**config.mk**
```make
export PLATFORM = sky130hd
export DESIGN_NAME = regincr_out_queue_flat
export DESIGN_NICKNAME = d
export VERILOG_FILES = /design/src/rtl/regincr_out_queue_if.sv /design/src/rtl/regincr_out_queue.sv /design/src/flat_wrapper.sv
export SDC_FILE = /design/constraint.sdc
export NUM_CORES = 1
export LEC_CHECK = 0
export ABC_CLOCK_PERIOD_IN_PS = 4600
export BUFFER_PORTS_ARGS = -buffer_cell sky130_fd_sc_hd__buf_2
export CORE_ASPECT_RATIO = 2
export CORE_MARGIN = 2
export CORE_UTILIZATION = 34
export DETAILED_ROUTE_END_ITERATION = 10
export PLACE_DENSITY = 0.53
export SETUP_SLACK_MARGIN = 0.5
export SLEW_MARGIN = 10
export SYNTH_ARGS = -nofsm -noshare
export SYNTH_HDL_FRONTEND = slang
export SYNTH_SLANG_ARGS = --single-unit
export TNS_END_PERCENT = 1
```
**constraint.sdc**
```tcl
create_clock -name clk -period 4.6 [get_ports clk]
set_input_delay 0.23 -clock clk [delete_from_list [all_inputs] [get_ports clk]]
set_output_delay 0.23 -clock clk [all_outputs]
set_load 0.02 [all_outputs]
```
**src/rtl/regincr_out_queue_if.sv**
```systemverilog
// rtl/regincr_out_queue_if.sv - enqueue/dequeue handshake bundle for regincr_out_queue
//
// Purpose: groups the valid/ready enqueue side, the valid/ready dequeue side
// and the free-entry count of the incrementer output queue.
// Ports (signals):
//   enq_val  producer -> queue   upstream presents valid data
//   enq_rdy  queue -> producer   queue can accept data this cycle
//   enq_msg  producer -> queue   data to enqueue (p_nbits)
//   deq_val  queue -> consumer   queue presents valid data
//   deq_rdy  consumer -> queue   downstream accepts data this cycle
//   deq_msg  queue -> consumer   head-of-queue data (p_nbits)
//   num_free queue -> consumer   number of empty entries
// Modports: master = producer/consumer side, slave = queue side.
interface regincr_out_queue_if #(
  parameter int p_nbits       = 8,
  parameter int p_num_entries = 4
);
  logic                               enq_val;
  logic                               enq_rdy;
  logic [p_nbits-1:0]                 enq_msg;
  logic                               deq_val;
  logic                               deq_rdy;
  logic [p_nbits-1:0]                 deq_msg;
  logic [$clog2(p_num_entries):0]     num_free;

  modport master (
    output enq_val,
    output enq_msg,
    output deq_rdy,
    input  enq_rdy,
    input  deq_val,
    input  deq_msg,
    input  num_free
  );

  modport slave (
    input  enq_val,
    input  enq_msg,
    input  deq_rdy,
    output enq_rdy,
    output deq_val,
    output deq_msg,
    output num_free
  );
endinterface

```
**src/rtl/regincr_out_queue.sv**
```systemverilog
// rtl/regincr_out_queue.sv - valid/ready circular-buffer FIFO behind the registered incrementer
//
// Purpose: holds incrementer results until the consumer accepts them.
// Circular buffer with independent enqueue/dequeue pointers and an occupancy
// counter. Optional macro REGINCR_OUT_QUEUE_BYPASS_EN adds an empty-queue
// bypass giving 0-cycle latency when the consumer is ready.
// Ports:
//   clk    in  clock, rising edge
//   reset  in  synchronous active-high reset
//   q      regincr_out_queue_if.slave  enqueue/dequeue handshakes, num_free
// Parameters: p_nbits (data width), p_num_entries (power of two, >= 2).
module regincr_out_queue #(
  parameter int p_nbits       = 8,
  parameter int p_num_entries = 4
) (
  input  logic                clk,
  input  logic                reset,
  regincr_out_queue_if.slave  q
);

  localparam int lp_pw = $clog2(p_num_entries);
  localparam int lp_cw = lp_pw + 1;
  localparam logic [lp_cw-1:0] lp_full = lp_cw'(p_num_entries);

  logic [lp_cw-1:0]   r_count;
  logic [lp_pw-1:0]   r_enq_ptr;
  logic [lp_pw-1:0]   r_deq_ptr;
  logic [p_nbits-1:0] r_entry [p_num_entries];

  logic w_full;
  logic w_empty;
  logic w_bypass;
  logic w_enq_fire;
  logic w_deq_fire;
  logic w_store_enq;
  logic w_store_deq;

  assign w_full  = (r_count == lp_full);
  assign w_empty = (r_count == '0);

`ifdef REGINCR_OUT_QUEUE_BYPASS_EN
  // Empty queue with both sides ready: hand the word straight through.
  assign w_bypass = w_empty & q.enq_val & q.deq_rdy;
`else
  assign w_bypass = 1'b0;
`endif

  // enq_rdy comes from registered state only: no full pass-through.
  assign q.enq_rdy  = ~w_full;
  assign q.deq_val  = ~w_empty | w_bypass;
  assign q.num_free = lp_full - r_count;

  always_comb begin
    q.deq_msg = '0;
    if (w_bypass) begin
      q.deq_msg = q.enq_msg;
    end else if (!w_empty) begin
      q.deq_msg = r_entry[r_deq_ptr];
    end
  end

  assign w_enq_fire = q.enq_val & q.enq_rdy;
  assign w_deq_fire = q.deq_val & q.deq_rdy;

  // A bypassed transfer fires both handshakes but leaves storage untouched.
  assign w_store_enq = w_enq_fire & ~w_bypass;
  assign w_store_deq = w_deq_fire & ~w_bypass;

  always_ff @(posedge clk) begin
    if (reset) begin
      r_count   <= '0;
      r_enq_ptr <= '0;
      r_deq_ptr <= '0;
    end else begin
      // Pointers wrap by natural overflow since depth is a power of two.
      if (w_store_enq) begin
        r_enq_ptr <= r_enq_ptr + 1'b1;
      end
      if (w_store_deq) begin
        r_deq_ptr <= r_deq_ptr + 1'b1;
      end
      case ({w_store_enq, w_store_deq})
        2'b10:   r_count <= r_count + 1'b1;
        2'b01:   r_count <= r_count - 1'b1;
        default: r_count <= r_count;
      endcase
    end
  end

  // Entry storage is deliberately not reset.
  always_ff @(posedge clk) begin
    if (w_store_enq) begin
      r_entry[r_enq_ptr] <= q.enq_msg;
    end
  end

  a_no_overflow: assert property (@(posedge clk) disable iff (reset)
    !(w_store_enq && !w_store_deq && w_full));

  a_no_underflow: assert property (@(posedge clk) disable iff (reset)
    !(w_store_deq && !w_store_enq && w_empty));

  a_count_range: assert property (@(posedge clk) disable iff (reset)
    r_count <= lp_full);

endmodule

```
**src/flat_wrapper.sv**
```systemverilog
// flat-port wrapper written by rule: the top's interface ports become plain ports
module regincr_out_queue_flat 
#(
  parameter int p_nbits       = 8,
  parameter int p_num_entries = 4
)
  (clk, reset, q_enq_val, q_enq_msg, q_deq_rdy, q_enq_rdy, q_deq_val, q_deq_msg, q_num_free);
  regincr_out_queue_if #(.p_nbits(p_nbits), .p_num_entries(p_num_entries)) q_i ();
  input  logic clk;
  input  logic reset;
  input wire logic [$bits(q_i.enq_val)-1:0] q_enq_val;
  input wire logic [$bits(q_i.enq_msg)-1:0] q_enq_msg;
  input wire logic [$bits(q_i.deq_rdy)-1:0] q_deq_rdy;
  output wire logic [$bits(q_i.enq_rdy)-1:0] q_enq_rdy;
  output wire logic [$bits(q_i.deq_val)-1:0] q_deq_val;
  output wire logic [$bits(q_i.deq_msg)-1:0] q_deq_msg;
  output wire logic [$bits(q_i.num_free)-1:0] q_num_free;
  assign q_i.enq_val = q_enq_val;
  assign q_i.enq_msg = q_enq_msg;
  assign q_i.deq_rdy = q_deq_rdy;
  assign q_enq_rdy = q_i.enq_rdy;
  assign q_deq_val = q_i.deq_val;
  assign q_deq_msg = q_i.deq_msg;
  assign q_num_free = q_i.num_free;
  regincr_out_queue #(.p_nbits(p_nbits), .p_num_entries(p_num_entries)) u_core (.clk(clk), .reset(reset), .q(q_i));
endmodule
```
==> flow_summary.toml, run 1 <==
[outcome]
status = "finished, final reports clean"

[route]
vias_per_cell = 4.65
num_vias = 884
routed_wl_microns = 2860
ant_nets = 0
drc = 0
drt-pass1-iter-count = 4
drt_iter0_markers = 10
wl_per_cell_microns = 15.0

[clock_tree]
cts_hold_buffers = 0
cts_inserted_buffers = 5
insertion_delay_ns = 0.28
cts_root_buf = "clkbuf_8"
post_cts_buffers = 0
h-tree-depth = 2
cts_resized = 0
cts_tree = "done"
clk_pin_slew_ns = 0.07
clockBufferDepth = 2
clock_sinks = 41

[placed_design]
portBuffers = 24
placed_cell_area_sq_mm = 0.00187
routabilityCongestion = 0.718
hpwl_microns = 2110

[worst_setup_path]
critPathCaptureType = "flip-flop"
crit_type = "reg -> reg"
critPathLaunchType = "flip-flop"
cp.arrival_ns = 2.68
crit_path_max_fanout = 7
cp.required_ns = 4.81
rrSetupSlack_ns = 2.13

[global_routing]
grt_start_max_net_pins = 12
grt_pass1_vias = 1004
grt_pass1_wl_microns = 4820
grt-ovfl-total = 0
antenna_found_initial = 0
grt_use_total_pct = 12.1

[logic_synthesis]
syn_area_per_cell_sq_um = 16.1
syn_area_sq_mm = 0.00171
synth-xor-area-share_pct = 2.56
synth_top_family_by_area = "multiplexers"
ys_types = 20
synth_seq_cells = 41
ys_seq_area_share_pct = 66.8
synth_fa_ha_area_share_pct = 7.03
ys.warnings.count = 0
synth_mux_area_share_pct = 11.1
syn_nets = 127
syn_inst = 106
synthSimpleGateAreaFrac_pct = 7.69
synth_compound_area_share_pct = 0.878

[pwr]
total_power_mw = 1.16
combPwrFrac_pct = 37.8
power_density_mw_per_mm2 = 592
switching_power_mw = 0.404
p_seq_share_pct = 43.6
peakVddDrop_v = 0.000389
swShare_pct = 34.9
intPower_mw = 0.752
p_leak_nw = 0.723
clkPwrFrac_pct = 18.6

[cells_and_area]
design_area_sq_mm = 0.00195
area_growth_pct = 14.1
utilization_pct = 40.1
finalNetCount = 153
n_antenna_cell = 0
drive_above_1_share_pct = 27.8
fillers = 462

[sta]
drv_slew = 0
worst_slew_pin_slew_ns = 0.563
finClkSkew_ns = 0.00602
period_share_pct = 53.7
setup_violations = 0
max_freq_mhz = 405
slew_headroom_pct = 62.4
finalSetupTns_ns = 0
hold_viol_final = 0
fin_crit_ns = 2.47
fin_hold_ws_ns = 0.159
rsz0062_at_grt = "no"

[worst_hold_path]
hold_path.class = "in -> reg"

[floorplan]
core_sq_mm = 0.00486
die_x_microns = 54.1
ios = 25
die-area_sq_mm = 0.00564
std_cell_rows = 36
dieHeight_microns = 104
start_util_pct = 35.1

[run]
max_cap_viol_count = 0
-- registers in the layout, summed over array words and instances (netlist names), named ones only --
name	cells
u_core.r_entry	32
u_core.r_count	3
u_core.r_deq_ptr	2
u_core.r_enq_ptr	2
-- layer usage --
layer | wire length (microns) | up-vias | track usage (%)
met5 | 0 | - | 0
met4 | 71 | 0 | 5.36
met1 | 996 | 431 | 11.8
met3 | 143 | 5 | 3.02
met2 | 1640 | 25 | 21.9
li1 | - | 423 | -
-- layout make-up --
class                           instances  area [sq um]  area share (%)
Inverter                               10          37.5            1.92
Timing Repair Buffer                   24           120            6.16
Tap cell                               57          71.3            3.66
Multi-Input combinational cell         50           500            25.7
Clock buffer                            8          80.1            4.11
Sequential cell                        41          1140            58.5
-- cell families after synthesis --
| family | after synthesis |
|---|---|
| flops | 41 |
| fa+ha+maj | 9 |
| buf+inv | 15 |
| simple gates | 24 |
| compound gates | 3 |
| xor+xnor | 5 |
| mux | 9 |
-- synthesized netlist by cell type --
| cell type | count | area, sq um |
|---|---|---|
| o21ai_0 | 1 | 5.00 |
| buf_1 | 1 | 3.75 |
| and2_1 | 12 | 75.1 |
| a21oi_1 | 2 | 10.0 |
| mux2i_1 | 1 | 10.0 |
| buf_4 | 1 | 7.51 |
| xnor2_1 | 2 | 17.5 |
| buf_6 | 1 | 11.3 |
| xor2_1 | 3 | 26.3 |
| clkbuf_1 | 2 | 7.51 |
| dfxtp_1 | 9 | 180 |
| edfxtp_1 | 32 | 961 |
| nor2_1 | 8 | 30.0 |
| ha_1 | 8 | 100 |
| nor2b_1 | 2 | 12.5 |
| nand3b_1 | 1 | 7.51 |
| inv_1 | 10 | 37.5 |
| or3_1 | 1 | 6.26 |
| fa_1 | 1 | 20.0 |
| mux4_2 | 8 | 180 |
-- placed cells by master (no fill, tap or decap) --
cell type,instances
a21oi_1,2
and2_1,12
buf_2,24
clkbuf_1,3
clkbuf_8,5
dfxtp_1,9
edfxtp_1,32
fa_1,1
ha_1,8
inv_1,10
mux2i_1,1
mux4_2,8
nand3b_1,1
nor2_1,8
nor2b_1,2
o21ai_0,1
or3_1,1
xnor2_1,2
xor2_1,3
-- through the flow --
step | setup WS, ns | instances
after floorplan | 2.36 | 106
after global placement | 2.28 | 182
after detailed placement | 2.11 | 182
after CTS | 2.09 | 190
after global routing | 1.89 | 190
final | 2.13 | 190
-- power groups by stage --
stage               Combinational, mW  Clock (mW)  Sequential (mW)
global route                    0.493       0.235            0.514
floorplan                       0.355           0            0.482
finish                          0.437       0.215            0.504
CTS                             0.447       0.223            0.508
global placement                0.439           0            0.511
detailed placement              0.445           0            0.515
-- critical path, cell delays in order, from the launching register on --
cell and delay [ns]:
dfxtp_1 0.37, inv_1 0.09, ha_1 0.23, ha_1 0.20, nor2b_1 0.39, inv_1 0.11, ha_1 0.23, inv_1 0.07
fa_1 0.17, xor2_1 0.07, or3_1 0.31, a21oi_1 0.15
-- worst paths after layout --
kind / startpoint / endpoint / cells after the start
setup / recovery: u_core.r_count[0] / u_core.r_count[2] / 11
setup reg to reg: u_core.r_count[0] / u_core.r_count[2] / 11
hold / removal: q_enq_msg[6] / u_core.r_entry[2][6] / 1
hold reg to reg: u_core.r_count[1] / u_core.r_count[1] / 2
(Power assumes the default switching activity.)
==> run 2, diff against run 1 <==
--- a/config.mk
+++ b/config.mk
@@ -5,7 +5,8 @@
 export SDC_FILE = /design/constraint.sdc
 export NUM_CORES = 1
 export LEC_CHECK = 0
-export ABC_CLOCK_PERIOD_IN_PS = 4600
+export ABC_AREA = 1
+export ABC_CLOCK_PERIOD_IN_PS = 2400
 export BUFFER_PORTS_ARGS = -buffer_cell sky130_fd_sc_hd__buf_2
 export CORE_ASPECT_RATIO = 2
 export CORE_MARGIN = 2
==> constraint.sdc (replaced) <==
create_clock -name clk -period 2.4 [get_ports clk]
set_input_delay 0.12 -clock clk [delete_from_list [all_inputs] [get_ports clk]]
set_output_delay 0.12 -clock clk [all_outputs]
set_load 0.02 [all_outputs]
==> run 2 against run 1 <==
Net effect:
- die area grew 5.9%
- non-clock buffer count grew 11
- largest cell class unchanged
- global-route usage shrank 0.12 points
- highest routed layer unchanged
- sequential power grew 80%
- total power grew 120%
- sequential share of layout area shrank 6.7 points
==> flow_summary.toml, run 2 <==
[outcome]
status = "finished, final reports clean"

[sta]
rsz0062_at_grt = "yes"
slew_headroom_pct = 66.1
period_share_pct = 75.3
fin_hold_ws_ns = 0.0507
finClkSkew_ns = 0.00808
finalSetupTns_ns = 0
max_freq_mhz = 553
hold_viol_final = 0
fin_crit_ns = 1.81
setup_violations = 0
drv_slew = 0
worst_slew_pin_slew_ns = 0.507

[worst_setup_path]
crit_chain = "inv_4 > ha_4 > ha_4 > nor2_4 > ha_4 > inv_4 > fa_2 > inv_2 > nand2_2 > nand3_2 > nand2_1 > inv_1 > nor2_1"
rrSetupSlack_ns = 0.59
critPathCaptureType = "flip-flop"
cp.depth = 13
cp.arrival_ns = 2.00
critPathLaunchType = "flip-flop"
cp.required_ns = 2.59
path_buf_inv = 4
crit_type = "reg -> reg"
cp_slowest_stage_delay_ns = 0.38
crit_slowest_cell = "fa_2"
reg2regPathDepth = 13
cp_common_cell = "ha_4"
path_delay_family = "adder cells"
crit_path_max_fanout = 4

[route]
drt-pass1-iter-count = 4
wl_per_cell_microns = 12.9
routed_wl_microns = 3400
drc = 0
vias_per_cell = 4.56
num_vias = 1204
drt_iter0_markers = 14
ant_nets = 0

[placed_design]
hpwl_microns = 2270
routabilityCongestion = 0.725
portBuffers = 24
dp.cells = 250

[logic_synthesis]
ys_async_sr_fraction_pct = 0
ys_types = 20
syn_nets = 190
synth_most_common_cell = "nand2_1"
synthTopCellsByArea = "edfxtp_1, dfxtp_1, nand2_1"
syn_inst = 169
yosys.area.top_type = "edfxtp_1"
synth_ff_type = "edfxtp_1"
synth_common_cells = "nand2_1, edfxtp_1, inv_1"
syn_area_per_cell_sq_um = 10.7
ys.warnings.count = 0
synth_seq_cells = 41
ys_seq_area_share_pct = 62.8
synth_top_area_share_pct = 52.9
synth-edff-count = 32
syn_area_sq_mm = 0.00182

[clock_tree]
insertion_delay_ns = 0.28
clockBufferDepth = 2
cts_root_buf = "clkbuf_8"
cts_hold_buffers = 0
clk_pin_slew_ns = 0.08
cts_inserted_buffers = 5
cts_tree = "done"
clock_sinks = 41
h-tree-depth = 2

[cells_and_area]
final_common_cell = "nand2_1"
reg.largest.list = "u_core.r_entry x32, u_core.r_count x3"
finalNonFillerCells = 264
drive_above_1_share_pct = 30.1
fillers = 493
finalNetCount = 226
final_cell_mix = "nand2_1, edfxtp_1, buf_2"
largest_reg_flops = 32
n_antenna_cell = 0
largest_register = "u_core.r_entry"
area_growth_pct = 21.6

[floorplan]
std_cell_rows = 37
dieHeight_microns = 107
die_x_microns = 55.7
die-area_sq_mm = 0.00598
ios = 25
core_sq_mm = 0.00514
start_util_pct = 35.4

[worst_hold_path]
hold_path.class = "in -> reg"
hold_path_depth = 1

[pwr]
total_power_mw = 2.51
peakVddDrop_v = 0.000869
p_leak_nw = 0.924
power_density_mw_per_mm2 = 1140

[global_routing]
grt-ovfl-total = 0
grt_start_max_net_pins = 18
grt_use_total_pct = 12.0
grt_pass1_wl_microns = 5280
grt_pass1_vias = 1108
antenna_found_initial = 0

[run]
max_cap_viol_count = 0
[run 2: changes by cell type after synthesis, sizes merged, moves of 2 or more]
cell,delta
o21ai,+12
xor2,-3
buf,+3
inv,+11
nor2b,-2
xnor2,-2
mux4,-8
a21oi,+13
nand3,+2
nand2,+39
clkbuf,-2
and2,-12
nor2,+14
[run 2: cell families (layout without fill, tap and decap cells)]
family                     after synthesis  count (layout)  synth area share, %
adders and majority gates                9               9                 6.61
buffers and inverters                   27              64                 8.40
DFF                                     41              41                 62.8
AOI/OAI and AO/OA                       28              28                 7.71
and+or+nand+nor                         64              64                 14.5
[run 2: through the flow]
step	worst slack (ns)	utilization, %	cell area, sq um
floorplan	0.491	-	1840
detailed placement	0.372	38.8	1990
CTS	0.547	42.0	2160
global route	0.490	43.0	2210
global placement	0.428	38.8	1990
finish	0.592	43.0	2210
[run 2: path summary, 6_finish.rpt]
| path | startpoint | endpoint |
|---|---|---|
| setup reg to reg | u_core.r_count[0] | u_core.r_count[2] |
| setup / recovery | u_core.r_count[0] | u_core.r_count[2] |
| hold reg to reg | u_core.r_count[0] | u_core.r_count[0] |
| hold / removal | q_enq_msg[2] | u_core.r_entry[3][2] |
[run 2: per-layer routing]
metal  wire length (microns)  vias to the layer above  track usage (%)  part of all wire [%]
met5                       0                        -                0                     0
met3                     100                        6             2.28                   2.9
met2                    1900                       21             23.4                    56
li1                        -                      620                -                     -
met1                    1330                      557             11.2                    39
met4                      76                        0             6.45                   2.2
[run 2: worst reg2reg max path: stages, from the launching register on]
cell	delay, ns
dfxtp_4	0.37
inv_4	0.04
ha_4	0.16
ha_4	0.17
nor2_4	0.10
ha_4	0.16
inv_4	0.04
fa_2	0.38
inv_2	0.07
nand2_2	0.06
nand3_2	0.05
nand2_1	0.05
inv_1	0.05
nor2_1	0.03
[run 2: final cells by class]
cell class	count	area, sq um	share of cell area [%]
multi-input combinational	101	581	26.3
tap	58	72.6	3.29
inverter	21	91.3	4.14
clock buffer	7	86.3	3.91
clock inverter	1	30.0	1.36
sequential	41	1140	51.8
timing repair buffer	35	203	9.18
[run 2: timing repair]
item                       4_1_cts  5_1_grt
buffers inserted                 3        3
setup endpoints to repair        2        2
pin swaps                        2        7
gates resized for setup          4       10
[run 2: power by group]
group | leakage (nW) | internal [mW] | switching, mW
Sequential | 0.368 | 0.865 | 0.0438
Combinational | 0.498 | 0.382 | 0.661
Clock | 0.0585 | 0.339 | 0.224
==> run 3, diff against run 2 <==
--- a/config.mk
+++ b/config.mk
@@ -5,14 +5,14 @@
 export SDC_FILE = /design/constraint.sdc
 export NUM_CORES = 1
 export LEC_CHECK = 0
-export ABC_AREA = 1
-export ABC_CLOCK_PERIOD_IN_PS = 2400
+export ABC_AREA = 0
+export ABC_CLOCK_PERIOD_IN_PS = 1600
 export BUFFER_PORTS_ARGS = -buffer_cell sky130_fd_sc_hd__buf_2
 export CORE_ASPECT_RATIO = 2
 export CORE_MARGIN = 2
 export CORE_UTILIZATION = 34
 export DETAILED_ROUTE_END_ITERATION = 10
-export PLACE_DENSITY = 0.53
+export PLACE_DENSITY = 0.55
 export SETUP_SLACK_MARGIN = 0.5
 export SLEW_MARGIN = 10
 export SYNTH_ARGS = -nofsm -noshare
==> constraint.sdc (replaced) <==
create_clock -name clk -period 1.6 [get_ports clk]
set_input_delay 0.08 -clock clk [delete_from_list [all_inputs] [get_ports clk]]
set_output_delay 0.08 -clock clk [all_outputs]
set_load 0.02 [all_outputs]
==> run 3 against run 2 <==
Net effect:
- the run now ends with setup timing left
- sequential power grew 55%
- sequential share of layout area shrank 3.4 points
- cell count shrank 20%
- hold slack lost 0.048 ns
- global-route usage grew 1.4 points
- design area grew 7.1%
- via count shrank 19%
- total power grew 70%
- die area shrank 5.6%
- non-clock buffer count grew 11
- clock-buffer cell count shrank 1
- critical endpoint unchanged
- highest routed layer unchanged
==> flow_summary.toml, run 3 (same netlist as run 1, synthesis figures left out) <==
[run]
max_cap_viol_count = 0

[global_routing]
grt_use_total_pct = 13.4
grt_pass1_vias = 1134
grt-ovfl-total = 0
grt_start_max_net_pins = 14
grt_pass1_wl_microns = 5150
antenna_found_initial = 0

[placed_design]
dp.cells = 198
portBuffers = 24
hpwl_microns = 2440
place_ws_ns = -0.474
routabilityCongestion = 0.741

[floorplan]
die-area_sq_mm = 0.00564
dieHeight_microns = 104
die_x_microns = 54.1
ios = 25
std_cell_rows = 36
start_util_pct = 35.1
core_sq_mm = 0.00486

[route]
routed_wl_microns = 3260
ant_nets = 0
drt_iter0_markers = 11
drc = 0
drt-pass1-iter-count = 4
num_vias = 979
wl_per_cell_microns = 15.4
vias_per_cell = 4.62

[cells_and_area]
area_growth_pct = 38.4
largest_register = "u_core.r_entry"
finalNetCount = 175
fillers = 424
largest_reg_flops = 32
final_cell_mix = "edfxtp_1, buf_2, buf_4"
finalNonFillerCells = 212
reg.largest.list = "u_core.r_entry x32, u_core.r_count x3"
drive_above_1_share_pct = 52.9
final_common_cell = "edfxtp_1"
n_antenna_cell = 0

[sta]
timing.final.ws_setup_ns = -0.446
fin_crit_ns = 2.05
setup_violations = 10
slew_headroom_pct = 73.0
rsz0062_at_grt = "yes"
finalSetupTns_ns = -1.50
worst_slew_pin_slew_ns = 0.404
max_freq_mhz = 489
drv_slew = 0
period_share_pct = 128
finClkSkew_ns = 0.00416
hold_viol_final = 0

[worst_setup_path]
crit_slowest_cell = "dfxtp_2"
cp.arrival_ns = 2.28
path_buf_inv = 2
path_delay_family = "adder cells"
crit_chain = "inv_2 > ha_4 > ha_4 > nor2b_4 > ha_4 > inv_2 > fa_2 > xor2_1 > or3_4 > a21oi_2"
cp_common_cell = "ha_4"
critPathLaunchType = "flip-flop"
cp_slowest_stage_delay_ns = 0.34
cp.required_ns = 1.83
crit_path_max_fanout = 2
crit_type = "reg -> reg"
critPathCaptureType = "flip-flop"

[clock_tree]
clock_sinks = 41
insertion_delay_ns = 0.29
h-tree-depth = 2
cts_tree = "done"
cts_inserted_buffers = 5
cts_root_buf = "clkbuf_8"
clockBufferDepth = 2
clk_pin_slew_ns = 0.08

[pwr]
power_density_mw_per_mm2 = 1810
peakVddDrop_v = 0.00140
p_leak_nw = 0.894

[outcome]
status = "finished, violations left"
violations = "setup timing"

[worst_hold_path]
hold_path.class = "in -> reg"
-- run 3: cell count changes in the layout (fill, tap and decap cells not counted), sizes merged, moves of 3 or more --
cell and delta:
nand2 -39, nor2 -14, a21oi -13, and2 +12, inv -12, o21ai -12, mux4 +8, buf +6
dlygate4sd3 +5, xor2 +3
-- run 3: path summary, 6_finish.rpt --
| kind | start | to | slack [ns] | cells after the start |
|---|---|---|---|---|
| max | u_core.r_count[1] | u_core.r_count[2] | -0.45 | 10 |
| min reg2reg | u_core.r_count[1] | u_core.r_count[1] | 0.50 | 2 |
| min | q_enq_msg[0] | u_core.r_entry[0][0] | 0.003 | 1 |
| max reg2reg | u_core.r_count[1] | u_core.r_count[2] | -0.45 | 10 |
-- run 3: routing by layer --
metal	global-route usage (%)	wire length, microns	up-vias
li1	-	-	471
met3	3.45	106	5
met1	11.5	985	481
met4	5.89	76	0
met2	25.6	2090	22
met5	0	0	-
-- run 3: metrics by stage --
stage                     instance area [sq um]  hold WS, ns  power [mW]  utilization (%)
final                                      2360      0.00255        4.28             48.6
after global routing                       2360      0.00606        4.55             48.6
after CTS                                  2320     0.000121        4.28             47.8
after detailed placement                   2090        0.302        3.19             43.0
after global placement                     2090        0.291        3.10             43.0
after floorplan                            1760        0.179        2.55                -
-- run 3: cell type report --
cell class	instances	area [sq um]	share of cell area, %
tap	57	71.3	3.02
multi-input combinational	50	609	25.8
clock buffer	6	82.6	3.49
clock inverter	2	37.5	1.59
sequential	41	1140	48.4
inverter	10	41.3	1.75
timing repair buffer	46	378	16.0
-- run 3: worst register-to-register path, stage by stage, from the launching register on --
cell	delay [ns]
dfxtp_2	0.34
inv_2	0.05
ha_4	0.17
ha_4	0.17
nor2b_4	0.15
ha_4	0.15
inv_2	0.03
fa_2	0.32
xor2_1	0.15
or3_4	0.33
a21oi_2	0.11
-- run 3: what timing repair did --
item,4_1_cts,5_1_grt
setup endpoints to repair,53,53
pin swaps,9,4
endpoints found under the hold margin,12,4
setup buffers,0,1
hold buffers,4,1
resized for setup,22,4
-- run 3: power breakdown --
group          internal [mW]  switching (mW)  leakage, nW
logic                   1.03           0.973        0.468
clock network          0.507           0.359       0.0574
registers               1.32          0.0929        0.368
